`src/rtl/lcd_pkg.sv`:
```
// Shared definitions for the LCD panel power sequencer and the HV-mode
// timing generator: sequencer states, rail encoding and panel timing defaults.
package lcd_pkg;

  typedef enum logic [2:0] {
    ST_OFF      = 3'd0,
    ST_VDD_ON   = 3'd1,
    ST_SIG_ON   = 3'd2,
    ST_ON       = 3'd3,
    ST_BL_OFF   = 3'd4,
    ST_SIG_OFF  = 3'd5,
    ST_OFF_HOLD = 3'd6
  } seq_state_t;

  // Panel rails driven by the sequencer.
  typedef struct packed {
    logic vdd;
    logic timing;
    logic backlight;
  } rail_t;

  // 1024x600 panel timing, shared with the HV-mode generator.
  localparam int unsigned LCD_H_ACTIVE = 1024;
  localparam int unsigned LCD_V_ACTIVE = 600;
  localparam int unsigned LCD_THP      = 1344;  // clocks per line
  localparam int unsigned LCD_TVP      = 635;   // lines per frame

  // Datasheet sequencing defaults (clocks or frames).
  localparam int unsigned LCD_T_VDD_SETTLE_DEF    = 50000;
  localparam int unsigned LCD_T_SIG_FRAMES_DEF    = 10;
  localparam int unsigned LCD_T_BL_OFF_FRAMES_DEF = 5;
  localparam int unsigned LCD_T_VDD_OFF_DEF       = 20000;
  localparam int unsigned LCD_T_OFF_MIN_DEF       = 500000;
  localparam int unsigned LCD_T_FRAME_TO_DEF      = 1000000;

  // Frame watchdog budget expressed as two full frames of a given timing.
  function automatic int unsigned frame_to_clocks(input int unsigned thp,
                                                  input int unsigned tvp);
    return 2 * thp * tvp;
  endfunction

  function automatic int unsigned max6(input int unsigned a, input int unsigned b,
                                       input int unsigned c, input int unsigned d,
                                       input int unsigned e, input int unsigned f);
    int unsigned m;
    m = a;
    if (b > m) m = b;
    if (c > m) m = c;
    if (d > m) m = d;
    if (e > m) m = e;
    if (f > m) m = f;
    return m;
  endfunction

  // Rail pattern for each sequencer state.
  function automatic rail_t rails_for(input seq_state_t s);
    rail_t r;
    r = '0;
    case (s)
      ST_VDD_ON:  r = '{vdd: 1'b1, timing: 1'b0, backlight: 1'b0};
      ST_SIG_ON:  r = '{vdd: 1'b1, timing: 1'b1, backlight: 1'b0};
      ST_ON:      r = '{vdd: 1'b1, timing: 1'b1, backlight: 1'b1};
      ST_BL_OFF:  r = '{vdd: 1'b1, timing: 1'b1, backlight: 1'b0};
      ST_SIG_OFF: r = '{vdd: 1'b1, timing: 1'b0, backlight: 1'b0};
      default:    r = '0;
    endcase
    return r;
  endfunction

endpackage

```
`src/rtl/lcd_seq_timer.sv`:
```
// Loadable down-counter shared by all timed and frame-counted sequencer states.
module lcd_seq_timer #(
  parameter int unsigned CNT_W = 8
) (
  input  logic             clock,
  input  logic             reset_L,
  input  logic             load_i,
  input  logic [CNT_W-1:0] value_i,
  input  logic             dec_i,
  output logic             last_o
);

  logic [CNT_W-1:0] count_q, count_d;

  // Load wins over decrement; the count never wraps below zero.
  always_comb begin
    count_d = count_q;
    if (load_i) begin
      count_d = value_i;
    end else if (dec_i && (count_q != '0)) begin
      count_d = count_q - CNT_W'(1);
    end
  end

  // Counter register.
  always_ff @(posedge clock or negedge reset_L) begin
    if (!reset_L) begin
      count_q <= '0;
    end else begin
      count_q <= count_d;
    end
  end

  assign last_o = (count_q == CNT_W'(1));

endmodule

```
`src/rtl/lcd_power_sequencer.sv`:
```
// Power-up/power-down sequencer for the 1024x600 LCD panel: orders VDD,
// timing-generator enable and backlight, and watches vsync for a stalled
// generator.
//
//   state       | meaning
//   ------------+-----------------------------------------------------
//   ST_OFF      | all rails off, waiting for power_req
//   ST_VDD_ON   | VDD up, waiting T_VDD_SETTLE clocks
//   ST_SIG_ON   | video running, counting T_SIG_FRAMES frames
//   ST_ON       | panel fully on, backlight lit
//   ST_BL_OFF   | backlight off, counting T_BL_OFF_FRAMES frames
//   ST_SIG_OFF  | video stopped, waiting T_VDD_OFF clocks before VDD off
//   ST_OFF_HOLD | VDD off, enforcing T_OFF_MIN before the next power-up
module lcd_power_sequencer
  import lcd_pkg::*;
#(
  parameter int unsigned T_VDD_SETTLE    = LCD_T_VDD_SETTLE_DEF,
  parameter int unsigned T_SIG_FRAMES    = LCD_T_SIG_FRAMES_DEF,
  parameter int unsigned T_BL_OFF_FRAMES = LCD_T_BL_OFF_FRAMES_DEF,
  parameter int unsigned T_VDD_OFF       = LCD_T_VDD_OFF_DEF,
  parameter int unsigned T_OFF_MIN       = LCD_T_OFF_MIN_DEF,
  parameter int unsigned T_FRAME_TO      = LCD_T_FRAME_TO_DEF,
  parameter int unsigned CNT_W           = $clog2(max6(T_VDD_SETTLE, T_SIG_FRAMES,
                                                       T_BL_OFF_FRAMES, T_VDD_OFF,
                                                       T_OFF_MIN, T_FRAME_TO)) + 1
) (
  input  logic clock,
  input  logic reset_L,
  input  logic power_req,
  input  logic vsync,
  output logic panel_vdd_en,
  output logic timing_en,
  output logic backlight_en,
  output logic ready,
  output logic busy,
  output logic fault
);

  localparam int unsigned T_MAX = max6(T_VDD_SETTLE, T_SIG_FRAMES, T_BL_OFF_FRAMES,
                                       T_VDD_OFF, T_OFF_MIN, T_FRAME_TO);

  if (T_VDD_SETTLE == 0 || T_SIG_FRAMES == 0 || T_BL_OFF_FRAMES == 0 ||
      T_VDD_OFF == 0 || T_OFF_MIN == 0 || T_FRAME_TO == 0) begin : g_zero_param
    $error("lcd_power_sequencer: all timing parameters must be nonzero");
  end

  if ($clog2(T_MAX + 1) > CNT_W) begin : g_narrow_cnt
    $error("lcd_power_sequencer: CNT_W too small for the timing parameters");
  end

  seq_state_t       state_q, state_d;
  logic             vsync_q;
  logic             frame_tick;
  logic [CNT_W-1:0] wd_q, wd_d;
  logic             wd_timeout;
  logic             fault_q, fault_d;
  rail_t            rails_q, rails_d;
  logic             ready_q, ready_d;
  logic             busy_q, busy_d;

  logic             tmr_load;
  logic [CNT_W-1:0] tmr_value;
  logic             tmr_dec;
  logic             tmr_last;

  assign frame_tick = vsync & ~vsync_q;
  // Fires on the T_FRAME_TO-th clock since the last clear; beats a same-cycle frame tick.
  assign wd_timeout = (wd_q == CNT_W'(T_FRAME_TO - 1));

  lcd_seq_timer #(
    .CNT_W (CNT_W)
  ) u_timer (
    .clock   (clock),
    .reset_L (reset_L),
    .load_i  (tmr_load),
    .value_i (tmr_value),
    .dec_i   (tmr_dec),
    .last_o  (tmr_last)
  );

  // Next state, timer control, watchdog and registered-output decode.
  always_comb begin
    state_d   = state_q;
    fault_d   = fault_q;
    wd_d      = '0;
    tmr_dec   = 1'b0;
    tmr_load  = 1'b0;
    tmr_value = '0;

    case (state_q)
      ST_OFF: begin
        if (power_req) begin
          state_d = ST_VDD_ON;
          fault_d = 1'b0;
        end
      end
      ST_VDD_ON: begin
        tmr_dec = 1'b1;
        if (!power_req) begin
          state_d = ST_SIG_OFF;
        end else if (tmr_last) begin
          state_d = ST_SIG_ON;
        end
      end
      ST_SIG_ON: begin
        tmr_dec = frame_tick;
        wd_d    = frame_tick ? '0 : wd_q + CNT_W'(1);
        if (wd_timeout) begin
          fault_d = 1'b1;
          state_d = ST_SIG_OFF;
        end else if (!power_req) begin
          state_d = ST_SIG_OFF;
        end else if (tmr_last && frame_tick) begin
          state_d = ST_ON;
        end
      end
      ST_ON: begin
        wd_d = frame_tick ? '0 : wd_q + CNT_W'(1);
        if (wd_timeout) begin
          fault_d = 1'b1;
          state_d = ST_SIG_OFF;
        end else if (!power_req) begin
          state_d = ST_BL_OFF;
        end
      end
      ST_BL_OFF: begin
        tmr_dec = frame_tick;
        wd_d    = frame_tick ? '0 : wd_q + CNT_W'(1);
        if (wd_timeout) begin
          fault_d = 1'b1;
          state_d = ST_SIG_OFF;
        end else if (tmr_last && frame_tick) begin
          state_d = ST_SIG_OFF;
        end
      end
      ST_SIG_OFF: begin
        tmr_dec = 1'b1;
        if (tmr_last) state_d = ST_OFF_HOLD;
      end
      ST_OFF_HOLD: begin
        tmr_dec = 1'b1;
        if (tmr_last) state_d = ST_OFF;
      end
      default: begin
        state_d = ST_OFF;
      end
    endcase

    // Every state entry reloads the shared timer and restarts the watchdog.
    if (state_d != state_q) begin
      tmr_load = 1'b1;
      wd_d     = '0;
      case (state_d)
        ST_VDD_ON:   tmr_value = CNT_W'(T_VDD_SETTLE);
        ST_SIG_ON:   tmr_value = CNT_W'(T_SIG_FRAMES);
        ST_BL_OFF:   tmr_value = CNT_W'(T_BL_OFF_FRAMES);
        ST_SIG_OFF:  tmr_value = CNT_W'(T_VDD_OFF);
        ST_OFF_HOLD: tmr_value = CNT_W'(T_OFF_MIN);
        default:     tmr_value = '0;
      endcase
    end

    rails_d = rails_for(state_d);
    ready_d = (state_d == ST_ON);
    busy_d  = (state_d != ST_OFF) && (state_d != ST_ON);
  end

  // State, watchdog and output registers; outputs move on the same edge as the state.
  always_ff @(posedge clock or negedge reset_L) begin
    if (!reset_L) begin
      state_q <= ST_OFF;
      vsync_q <= 1'b0;
      wd_q    <= '0;
      fault_q <= 1'b0;
      rails_q <= '0;
      ready_q <= 1'b0;
      busy_q  <= 1'b0;
    end else begin
      state_q <= state_d;
      vsync_q <= vsync;
      wd_q    <= wd_d;
      fault_q <= fault_d;
      rails_q <= rails_d;
      ready_q <= ready_d;
      busy_q  <= busy_d;
    end
  end

  assign panel_vdd_en = rails_q.vdd;
  assign timing_en    = rails_q.timing;
  assign backlight_en = rails_q.backlight;
  assign ready        = ready_q;
  assign busy         = busy_q;
  assign fault        = fault_q;

endmodule

```
`config.mk`:
```
export PLATFORM = sky130hd
export DESIGN_NAME = lcd_power_sequencer
export DESIGN_NICKNAME = d
export VERILOG_FILES = /design/src/rtl/lcd_pkg.sv /design/src/rtl/lcd_seq_timer.sv /design/src/rtl/lcd_power_sequencer.sv
export SDC_FILE = /design/constraint.sdc
export NUM_CORES = 1
export LEC_CHECK = 0
export CAP_MARGIN = 20
export CELL_PAD_IN_SITES_DETAIL_PLACEMENT = 0
export CELL_PAD_IN_SITES_GLOBAL_PLACEMENT = 2
export CORE_MARGIN = 8
export CORE_UTILIZATION = 41
export CTS_BUF_LIST = sky130_fd_sc_hd__clkbuf_16
export CTS_CLUSTER_SIZE = 16
export DETAILED_ROUTE_END_ITERATION = 16
export DONT_BUFFER_PORTS = 1
export HOLD_SLACK_MARGIN = 0.06
export MAX_ROUTING_LAYER = met4
export PLACE_DENSITY = 0.8
export SLEW_MARGIN = 15
export SYNTH_ARGS = -nofsm -noshare
export SYNTH_HDL_FRONTEND = slang
export SYNTH_SLANG_ARGS = --single-unit
export TNS_END_PERCENT = 50
```
`constraint.sdc`:
```
create_clock -name clock -period 2.4 [get_ports clock]
set_input_delay 0.6 -clock clock [delete_from_list [all_inputs] [get_ports clock]]
set_output_delay 0.6 -clock clock [all_outputs]
set_load 0.005 [all_outputs]
```
==> results of run 1 <==
## worst max-delay path by stage
stage                          end  slack (ns)  depth (start not counted)
4_1_cts        u_timer.count_q[18]        0.08                          8
5_1_grt         u_timer.count_q[2]      -0.005                         10
6_report        u_timer.count_q[8]        0.14                          8
2_1_floorplan   u_timer.count_q[1]        0.23                          9
3_3_place_gp   u_timer.count_q[20]        0.09                          8
3_5_place_dp   u_timer.count_q[18]         0.1                          8
## cells by family (layout without fill, tap and decap cells)
logic type                 count (synthesis)  in the layout  synth area share (%)
muxes                                      6              6                  2.08
adders and majority gates                  4              4                  1.74
DFF                                       51             51                  44.3
and+or+nand+nor                          136            136                  25.5
AOI/OAI and AO/OA                         47             47                  11.7
buffers and inverters                     19             54                  3.60
xor gates and xnor gates                  35             35                  11.1
## flip-flops by register name (all words and copies together) (netlist names)
register and cells:
wd_q 21, panel_vdd_en 1, u_timer.count_q 21, backlight_en 1, timing_en 1, vsync_q 1, state_q 3, fault 1
busy 1
## cells in the mapped netlist, drive strengths merged, types with 5 or more instances
cell type	number	area [um^2]
nor2	53	201
dfrtp	51	1280
xnor2	21	184
nand2	16	60.1
a21oi	14	70.1
nand3	14	70.1
xor2	13	114
nor3	12	76.3
buf	8	62.6
inv	8	30.0
nor4	7	73.8
mux2i	6	60.1
o21ai	6	30.0
and2	5	31.3
and3	5	31.3
nand4	5	37.5
## repair_timing
action                     in CTS  in global routing
hold endpoints to repair       51                  0
hold buffers                    1                  0
setup endpoints to repair       0                 11
buffers inserted                0                  1
gates resized for setup         0                  7
## per-stage QoR
stage	cells	setup slack (ns)
after floorplan	298	0.230
after global placement	419	0.0865
after detailed placement	419	0.0952
final	429	0.144
after CTS	428	0.0781
after global routing	429	-0.00532
## where the power goes
part           leakage [uW]  internal, uW  total [uW]  switching (uW)
sequential         0.000659          1030        1200             169
combinational      0.000749           473        1000             532
clock             0.0000710           381         699             318
## routing by layer
layer	wire length, um	global-route usage (%)
met1	2860	16.2
met2	3100	22.3
met3	83	2.08
met4	65	3.84
met5	0	-
## cell type report
class                           instances  area (um^2)
Clock buffer                            5          125
Clock inverter                          3         16.3
Fill cell                             642         3350
Inverter                                8         30.0
Multi-Input combinational cell        228         1540
Sequential cell                        51         1280
Tap cell                               96          120
Timing Repair Buffer                   38          330
==> metrics.txt, run 1 <==
# TYPE chip_impl_metric gauge
chip_impl_info{name="status",value="complete, no violations"} 1
chip_impl_info{name="startpoint_type",value="flip-flop"} 1
chip_impl_info{name="worstHoldPathType",value="input pin to asynchronous set/reset pin"} 1
chip_impl_metric{name="fin_setup_tns",unit="ns"} 0
chip_impl_metric{name="groute.usage.overall",unit="%"} 13.3
chip_impl_metric{name="coreArea",unit="mm^2"} 0.00679
chip_impl_info{name="highest_count_cells_in_the_layout_ignoring_fill_and_taps",value="52 x sky130_fd_sc_hd__nor2_1, 51 x sky130_fd_sc_hd__dfrtp_1, 35 x sky130_fd_sc_hd__buf_4"} 1
chip_impl_metric{name="dr.first_iter.drc_count",unit=""} 100
chip_impl_metric{name="r2r.worst_path.cells",unit=""} 8
chip_impl_metric{name="synth_cells",unit=""} 298
chip_impl_metric{name="async_flop_share",unit="%"} 100
chip_impl_metric{name="finalHoldWorstSlack",unit="ns"} 0.152
chip_impl_metric{name="max-slew-margin-rel",unit="%"} 61.3
chip_impl_metric{name="clock_latency",unit="ns"} 0.29
chip_impl_metric{name="n_antenna_cell",unit=""} 0
chip_impl_info{name="cpMaxStageDelayCell",value="sky130_fd_sc_hd__or3_1"} 1
chip_impl_metric{name="min_period",unit="ns"} 2.26
chip_impl_metric{name="timing.final.hold_violations",unit=""} 0
chip_impl_metric{name="cp.arrival",unit="ns"} 2.44
chip_impl_metric{name="totalPowerFinal",unit="uW"} 2900
chip_impl_metric{name="finalWirelength",unit="mm"} 6.10
chip_impl_metric{name="detailedRoute.firstPassIterationCount",unit=""} 4
chip_impl_metric{name="finalInstanceArea",unit="mm^2"} 0.00344
chip_impl_info{name="worstSetupPathType",value="flip-flop to flip-flop"} 1
chip_impl_metric{name="detailed_place_hpwl",unit="mm"} 4.42
chip_impl_metric{name="first_global_vias",unit=""} 2199
chip_impl_metric{name="fmax",unit="MHz"} 443
chip_impl_metric{name="worst-slew-pin-transition",unit="ns"} 0.578
chip_impl_metric{name="ir_worst_vdd",unit="uV"} 400
chip_impl_metric{name="setup.reg_to_reg.worst_slack",unit="ns"} 0.14
chip_impl_metric{name="utilization",unit="%"} 50.6
chip_impl_metric{name="cp.buffers_inverters",unit=""} 0
chip_impl_metric{name="largest_net_degree_at_the_start_of_global_routing",unit=""} 52
chip_impl_metric{name="rows",unit=""} 30
chip_impl_metric{name="max_cap_violations",unit=""} 0
chip_impl_metric{name="place_area",unit="mm^2"} 0.00322
chip_impl_metric{name="postSynthRegisterBits",unit=""} 51
chip_impl_metric{name="clkSinkCount",unit=""} 51
chip_impl_metric{name="antenna_left",unit=""} 0
chip_impl_metric{name="drc_errors",unit=""} 0
chip_impl_metric{name="synth.distinct_cells",unit=""} 58
chip_impl_metric{name="finalCritPeriodShare",unit="%"} 94.0
chip_impl_metric{name="top_level_ports",unit=""} 10
chip_impl_metric{name="cp_data_required_time",unit="ns"} 2.58
chip_impl_info{name="cts_root_buf",value="sky130_fd_sc_hd__clkbuf_16"} 1
chip_impl_metric{name="die_y",unit="um"} 99.9
chip_impl_metric{name="crit_path_max_incr_delay",unit="ns"} 0.44
chip_impl_info{name="synth_flop_cell",value="sky130_fd_sc_hd__dfrtp_1"} 1
chip_impl_metric{name="wire_length_of_the_first_global_routing_pass",unit="mm"} 10.5
chip_impl_metric{name="cts_inserted_buffers",unit=""} 5
chip_impl_metric{name="starting_density_of_the_core",unit="%"} 42.4
chip_impl_metric{name="mappedNetlistNets",unit=""} 306
chip_impl_metric{name="cts.path.max_buffers",unit=""} 2
chip_impl_info{name="cell_chain_of_the_critical_path",value="ha_1 > nand3_1 > or3_1 > o31a_1 > a21oi_1 > o21ba_2 > nor3b_1 > a2111oi_2"} 1
chip_impl_metric{name="worst_clock_skew",unit="ns"} 0.00667
chip_impl_metric{name="synth-seq-area-share",unit="%"} 44.3
chip_impl_metric{name="nets",unit=""} 340
chip_impl_metric{name="ctsHtreeMaxLevel",unit=""} 2
chip_impl_metric{name="route.detailed.vias_per_inst",unit=""} 5.15
chip_impl_info{name="layout.cells.most_common",value="sky130_fd_sc_hd__nor2_1"} 1
chip_impl_metric{name="final_routed_wire_length_divided_by_cell_count",unit="um"} 14.2
chip_impl_info{name="crit-reg2reg-launch",value="wd_q[1]"} 1
chip_impl_info{name="critPathLaunch",value="wd_q[1]"} 1
chip_impl_metric{name="synth_edf_count",unit=""} 0
chip_impl_metric{name="finalSetupViolCount",unit=""} 0
chip_impl_info{name="cts_tree",value="yes"} 1
chip_impl_metric{name="die_area",unit="mm^2"} 0.00997
chip_impl_metric{name="clk_pin_slew_worst_paths",unit="ns"} 0.07
chip_impl_metric{name="die_width",unit="um"} 99.9
chip_impl_metric{name="port_buffers",unit=""} 0
chip_impl_metric{name="post_synth.cell_area_avg",unit="um^2"} 9.67
chip_impl_metric{name="grt_overflow",unit=""} 0
chip_impl_info{name="worst_r2r_endpoint",value="u_timer.count_q[8]"} 1
chip_impl_info{name="grt_setup_unrepaired",value="true"} 1
chip_impl_metric{name="post_route_cells_drive_above_1_share",unit="%"} 19.8
chip_impl_metric{name="ys_warn_count",unit=""} 0
chip_impl_info{name="crit_path_end_kind",value="flip-flop"} 1
chip_impl_metric{name="maxSlewViolCount",unit=""} 0
chip_impl_metric{name="p_per_area",unit="mW/mm^2"} 844
chip_impl_metric{name="grt_antenna_before_repair",unit=""} 0
chip_impl_metric{name="synth.cell_area",unit="mm^2"} 0.00288
chip_impl_info{name="largest_delay_contributor_family_on_the_critical_path",value="compound AO/OA/AOI/OAI gates"} 1
chip_impl_metric{name="areaGrowthSynthToFinish",unit="%"} 19.3
chip_impl_metric{name="gp_congestion",unit=""} 0.797
chip_impl_metric{name="path_max_fanout",unit=""} 7
chip_impl_metric{name="leakagePower",unit="uW"} 0.00148
chip_impl_metric{name="vias",unit=""} 2211
No activity file was read; power rests on OpenSTA's default activity.
==> run 2, diff against run 1 <==
--- a/config.mk
+++ b/config.mk
@@ -9,16 +9,18 @@
 export CELL_PAD_IN_SITES_DETAIL_PLACEMENT = 0
 export CELL_PAD_IN_SITES_GLOBAL_PLACEMENT = 2
 export CORE_MARGIN = 8
-export CORE_UTILIZATION = 41
+export CORE_UTILIZATION = 40
 export CTS_BUF_LIST = sky130_fd_sc_hd__clkbuf_16
 export CTS_CLUSTER_SIZE = 16
 export DETAILED_ROUTE_END_ITERATION = 16
 export DONT_BUFFER_PORTS = 1
+export GPL_TIMING_DRIVEN = 0
 export HOLD_SLACK_MARGIN = 0.06
 export MAX_ROUTING_LAYER = met4
-export PLACE_DENSITY = 0.8
+export PLACE_DENSITY = 0.81
 export SLEW_MARGIN = 15
 export SYNTH_ARGS = -nofsm -noshare
 export SYNTH_HDL_FRONTEND = slang
+export SYNTH_HIERARCHICAL = 1
 export SYNTH_SLANG_ARGS = --single-unit
 export TNS_END_PERCENT = 50
==> run 2 against run 1 <==
The run now ends with negative setup slack left; first-iteration DRC count is 38% higher; sequential share of layout area is 6.7 points lower; sequential power is 6% higher; largest cell class unchanged; highest routed layer unchanged.
==> metrics.txt, run 2 <==
# TYPE chip_impl_metric gauge
chip_impl_metric{name="sw_share",unit="%"} 36.2
chip_impl_metric{name="power.sequential.fraction",unit="%"} 44.9
chip_impl_metric{name="wire_length_of_the_first_global_routing_pass",unit="mm"} 15.9
chip_impl_metric{name="finalCritPeriodShare",unit="%"} 115
chip_impl_info{name="yosys-top-cells-area",value="sky130_fd_sc_hd__dfrtp_1 38%, sky130_fd_sc_hd__nor2_1 6.7%, sky130_fd_sc_hd__nand2_1 3.6%"} 1
chip_impl_metric{name="detailed_place_hpwl",unit="mm"} 6.21
chip_impl_info{name="worstHoldPathType",value="input pin to asynchronous set/reset pin"} 1
chip_impl_metric{name="areaGrowthSynthToFinish",unit="%"} 27.4
chip_impl_metric{name="vias",unit=""} 3144
chip_impl_metric{name="leakagePower",unit="uW"} 0.00162
chip_impl_info{name="startpoint_type",value="flip-flop"} 1
chip_impl_metric{name="synth_cells",unit=""} 385
chip_impl_metric{name="top_level_ports",unit=""} 10
chip_impl_metric{name="rows",unit=""} 33
chip_impl_metric{name="post_route_cells_drive_above_1_share",unit="%"} 29.3
chip_impl_metric{name="path_max_fanout",unit=""} 7
chip_impl_metric{name="port_buffers",unit=""} 0
chip_impl_info{name="grt_setup_unrepaired",value="true"} 1
chip_impl_metric{name="n_antenna_cell",unit=""} 0
chip_impl_metric{name="antenna_left",unit=""} 0
chip_impl_metric{name="max-slew-margin-rel",unit="%"} 37.9
chip_impl_metric{name="clkSinkCount",unit=""} 51
chip_impl_info{name="crit_path_end_kind",value="flip-flop"} 1
chip_impl_metric{name="detailedRoute.firstPassIterationCount",unit=""} 4
chip_impl_info{name="highest_count_cells_in_the_layout_ignoring_fill_and_taps",value="45 x sky130_fd_sc_hd__nor2_1, 45 x sky130_fd_sc_hd__dfrtp_1, 31 x sky130_fd_sc_hd__nand2_1"} 1
chip_impl_metric{name="finalWirelength",unit="mm"} 9.74
chip_impl_metric{name="max_cap_violations",unit=""} 0
chip_impl_metric{name="clk_pin_slew_worst_paths",unit="ns"} 0.07
chip_impl_metric{name="r2r.worst_path.cells",unit=""} 13
chip_impl_metric{name="preCtsSetupSlack",unit="ns"} -1.02
chip_impl_metric{name="synth.distinct_cells",unit=""} 65
chip_impl_metric{name="setup.reg_to_reg.worst_slack",unit="ns"} -0.36
chip_impl_metric{name="clock_latency",unit="ns"} 0.29
chip_impl_info{name="synth_flop_cell",value="sky130_fd_sc_hd__dfrtp_1"} 1
chip_impl_metric{name="starting_density_of_the_core",unit="%"} 40.8
chip_impl_metric{name="cp.arrival",unit="ns"} 2.91
chip_impl_info{name="cts_tree",value="yes"} 1
chip_impl_info{name="status",value="finished, violations left"} 1
chip_impl_metric{name="utilization",unit="%"} 51.9
chip_impl_info{name="synthDominantAreaCellType",value="sky130_fd_sc_hd__dfrtp_1"} 1
chip_impl_metric{name="p_per_area",unit="mW/mm^2"} 668
chip_impl_metric{name="timing.final.hold_violations",unit=""} 0
chip_impl_metric{name="final_routed_wire_length_divided_by_cell_count",unit="um"} 18.4
chip_impl_metric{name="worst_clock_skew",unit="ns"} 0.00780
chip_impl_metric{name="ctsHtreeMaxLevel",unit=""} 2
chip_impl_metric{name="cts_inserted_buffers",unit=""} 5
chip_impl_metric{name="drc_errors",unit=""} 0
chip_impl_metric{name="synth.cell_area",unit="mm^2"} 0.00332
chip_impl_info{name="cts_root_buf",value="sky130_fd_sc_hd__clkbuf_16"} 1
chip_impl_metric{name="die_y",unit="um"} 107
chip_impl_metric{name="cp_data_required_time",unit="ns"} 2.55
chip_impl_metric{name="nets",unit=""} 430
chip_impl_metric{name="groute.usage.overall",unit="%"} 17.5
chip_impl_metric{name="post_synth.cell_area_avg",unit="um^2"} 8.61
chip_impl_metric{name="finalSetupViolCount",unit=""} 43
chip_impl_metric{name="p_clk_share",unit="%"} 25.7
chip_impl_metric{name="largest_net_degree_at_the_start_of_global_routing",unit=""} 52
chip_impl_metric{name="die_area",unit="mm^2"} 0.0115
chip_impl_metric{name="ir_worst_vdd",unit="uV"} 491
chip_impl_metric{name="switchingPower",unit="uW"} 1020
chip_impl_info{name="crit-reg2reg-launch",value="u_timer/count_q[17]"} 1
chip_impl_metric{name="grt_overflow",unit=""} 0
chip_impl_metric{name="postSynthRegisterBits",unit=""} 51
chip_impl_metric{name="maxSlewViolCount",unit=""} 0
chip_impl_info{name="post-synth-top-count-cell",value="sky130_fd_sc_hd__nor2_1"} 1
chip_impl_metric{name="pwr-share-comb",unit="%"} 29.4
chip_impl_metric{name="ys_warn_count",unit=""} 6
chip_impl_metric{name="gp_congestion",unit=""} 0.819
chip_impl_metric{name="finalHoldWorstSlack",unit="ns"} 0.170
chip_impl_metric{name="first_global_vias",unit=""} 3099
chip_impl_info{name="netlist_top_cells_count",value="59 x sky130_fd_sc_hd__nor2_1, 51 x sky130_fd_sc_hd__dfrtp_1, 32 x sky130_fd_sc_hd__nand2_1"} 1
chip_impl_info{name="worst_r2r_endpoint",value="u_timer/count_q[2]"} 1
chip_impl_info{name="worstSetupPathType",value="flip-flop to flip-flop"} 1
chip_impl_metric{name="dr.first_iter.drc_count",unit=""} 138
chip_impl_metric{name="coreArea",unit="mm^2"} 0.00813
chip_impl_metric{name="top_area_cell_type_share_of_the_netlist_area",unit="%"} 38.5
chip_impl_metric{name="die_width",unit="um"} 107
chip_impl_metric{name="cell_internal_power_dissipation",unit="uW"} 1800
chip_impl_metric{name="worst-slew-pin-transition",unit="ns"} 0.924
chip_impl_metric{name="synth-seq-area-share",unit="%"} 38.5
chip_impl_metric{name="min_period",unit="ns"} 2.76
chip_impl_info{name="violations",value="negative setup slack"} 1
chip_impl_info{name="largest_registers",value="u_timer/count_q (21), wd_q (21), state_q (3)"} 1
chip_impl_metric{name="grt_antenna_before_repair",unit=""} 0
chip_impl_metric{name="fmax",unit="MHz"} 363
chip_impl_metric{name="route.detailed.vias_per_inst",unit=""} 5.95
chip_impl_metric{name="cts.path.max_buffers",unit=""} 2
chip_impl_metric{name="final_critical_path_setup_slack",unit="ns"} -0.358
chip_impl_metric{name="synth_edf_count",unit=""} 0
chip_impl_metric{name="async_flop_share",unit="%"} 100
## run 2: cell count changes after synthesis, moves of 6 or more
cell / delta
sky130_fd_sc_hd__nand2_1: +16
sky130_fd_sc_hd__a31oi_1: +15
sky130_fd_sc_hd__xnor2_1: -14
sky130_fd_sc_hd__clkbuf_1: +13
sky130_fd_sc_hd__nor3_1: +10
sky130_fd_sc_hd__o211ai_1: +8
sky130_fd_sc_hd__or4_1: +8
sky130_fd_sc_hd__nor2_1: +7
sky130_fd_sc_hd__nand4_1: +6
sky130_fd_sc_hd__o31ai_1: +6
## run 2: worst max path at each step
| stage | from | endpoint | slack (ns) |
|---|---|---|---|
| after floorplan | u_timer/count_q[10] | u_timer/count_q[2] | -0.34 |
| final | u_timer/count_q[17] | u_timer/count_q[2] | -0.36 |
| after CTS | u_timer/count_q[9] | u_timer/count_q[2] | -0.36 |
| after global placement | u_timer/count_q[8] | u_timer/count_q[0] | -1.04 |
| after detailed placement | u_timer/count_q[10] | u_timer/count_q[15] | -1.02 |
| after global routing | u_timer/count_q[8] | u_timer/count_q[2] | -0.49 |
## run 2: final cells by class
cell class / instances / area [um^2]
Timing Repair Buffer: 31 / 267
Inverter: 10 / 50.0
Fill cell: 748 / 3910
Clock buffer: 5 / 125
Multi-Input combinational cell: 304 / 2160
Clock inverter: 3 / 23.8
Sequential cell: 51 / 1280
Tap cell: 105 / 131
Buffer: 19 / 180
## run 2: power groups by stage
stage / Combinational, uW / Sequential (uW) / Clock, uW
floorplan: 512 / 1170 / 0
global placement: 620 / 1210 / 0
detailed placement: 627 / 1210 / 0
CTS: 767 / 1260 / 753
global route: 908 / 1300 / 777
finish: 830 / 1270 / 725
## run 2: what timing repair did
action                                  in CTS  in global routing
resized for setup                           49                 18
endpoints found under the setup margin      48                 47
hold buffers                                 1                  0
endpoints found under the hold margin       51                  0
gates cloned                                 1                  0
setup buffers                               23                  6
pin swaps                                   19                 14
## run 2: critical path, cell delays in order (launching register included)
cell                        delay [ns]
sky130_fd_sc_hd__dfrtp_1          0.44
sky130_fd_sc_hd__nor4_4           0.38
sky130_fd_sc_hd__nand2_2          0.14
sky130_fd_sc_hd__nor3_4           0.22
sky130_fd_sc_hd__clkbuf_8         0.20
sky130_fd_sc_hd__nor2_4           0.03
sky130_fd_sc_hd__a311oi_2         0.23
sky130_fd_sc_hd__a31oi_2          0.07
sky130_fd_sc_hd__o211ai_2         0.26
sky130_fd_sc_hd__clkbuf_8         0.22
sky130_fd_sc_hd__clkinv_8         0.07
sky130_fd_sc_hd__clkbuf_16        0.15
sky130_fd_sc_hd__a31oi_1          0.12
sky130_fd_sc_hd__o41ai_1          0.09
## run 2: through the flow
step | setup TNS, ns | total power, uW | std cells | cell area [um^2]
after floorplan | -6.98 | 1680 | 388 | 3430
after global placement | -37.91 | 1830 | 493 | 3560
after detailed placement | -36.28 | 1840 | 493 | 3560
after CTS | -9.89 | 2780 | 524 | 4130
after global routing | -16.53 | 2980 | 528 | 4230
final | -10.52 | 2820 | 528 | 4230
## run 2: cells by family (layout without fill, tap and decap cells)
logic type	count (synthesis)	after routing	share of synthesized area [%]
AND/OR/NAND/NOR	194	194	32.0
AO/OA/AOI/OAI	82	82	18.2
flip-flops	51	51	38.5
buffers and inverters	33	68	4.41
XOR/XNOR	19	19	5.02
adder cells (fa/ha/maj)	4	4	1.51
other	1	4	0.113
multiplexers	1	1	0.302
## run 2: routing by layer
layer	up-vias	global-route usage [%]	wire [um]
met2	72	27.8	4590
met5	-	-	0
met1	1561	22.5	4620
met4	0	4.92	176
met3	18	2.76	352
li1	1493	-	-
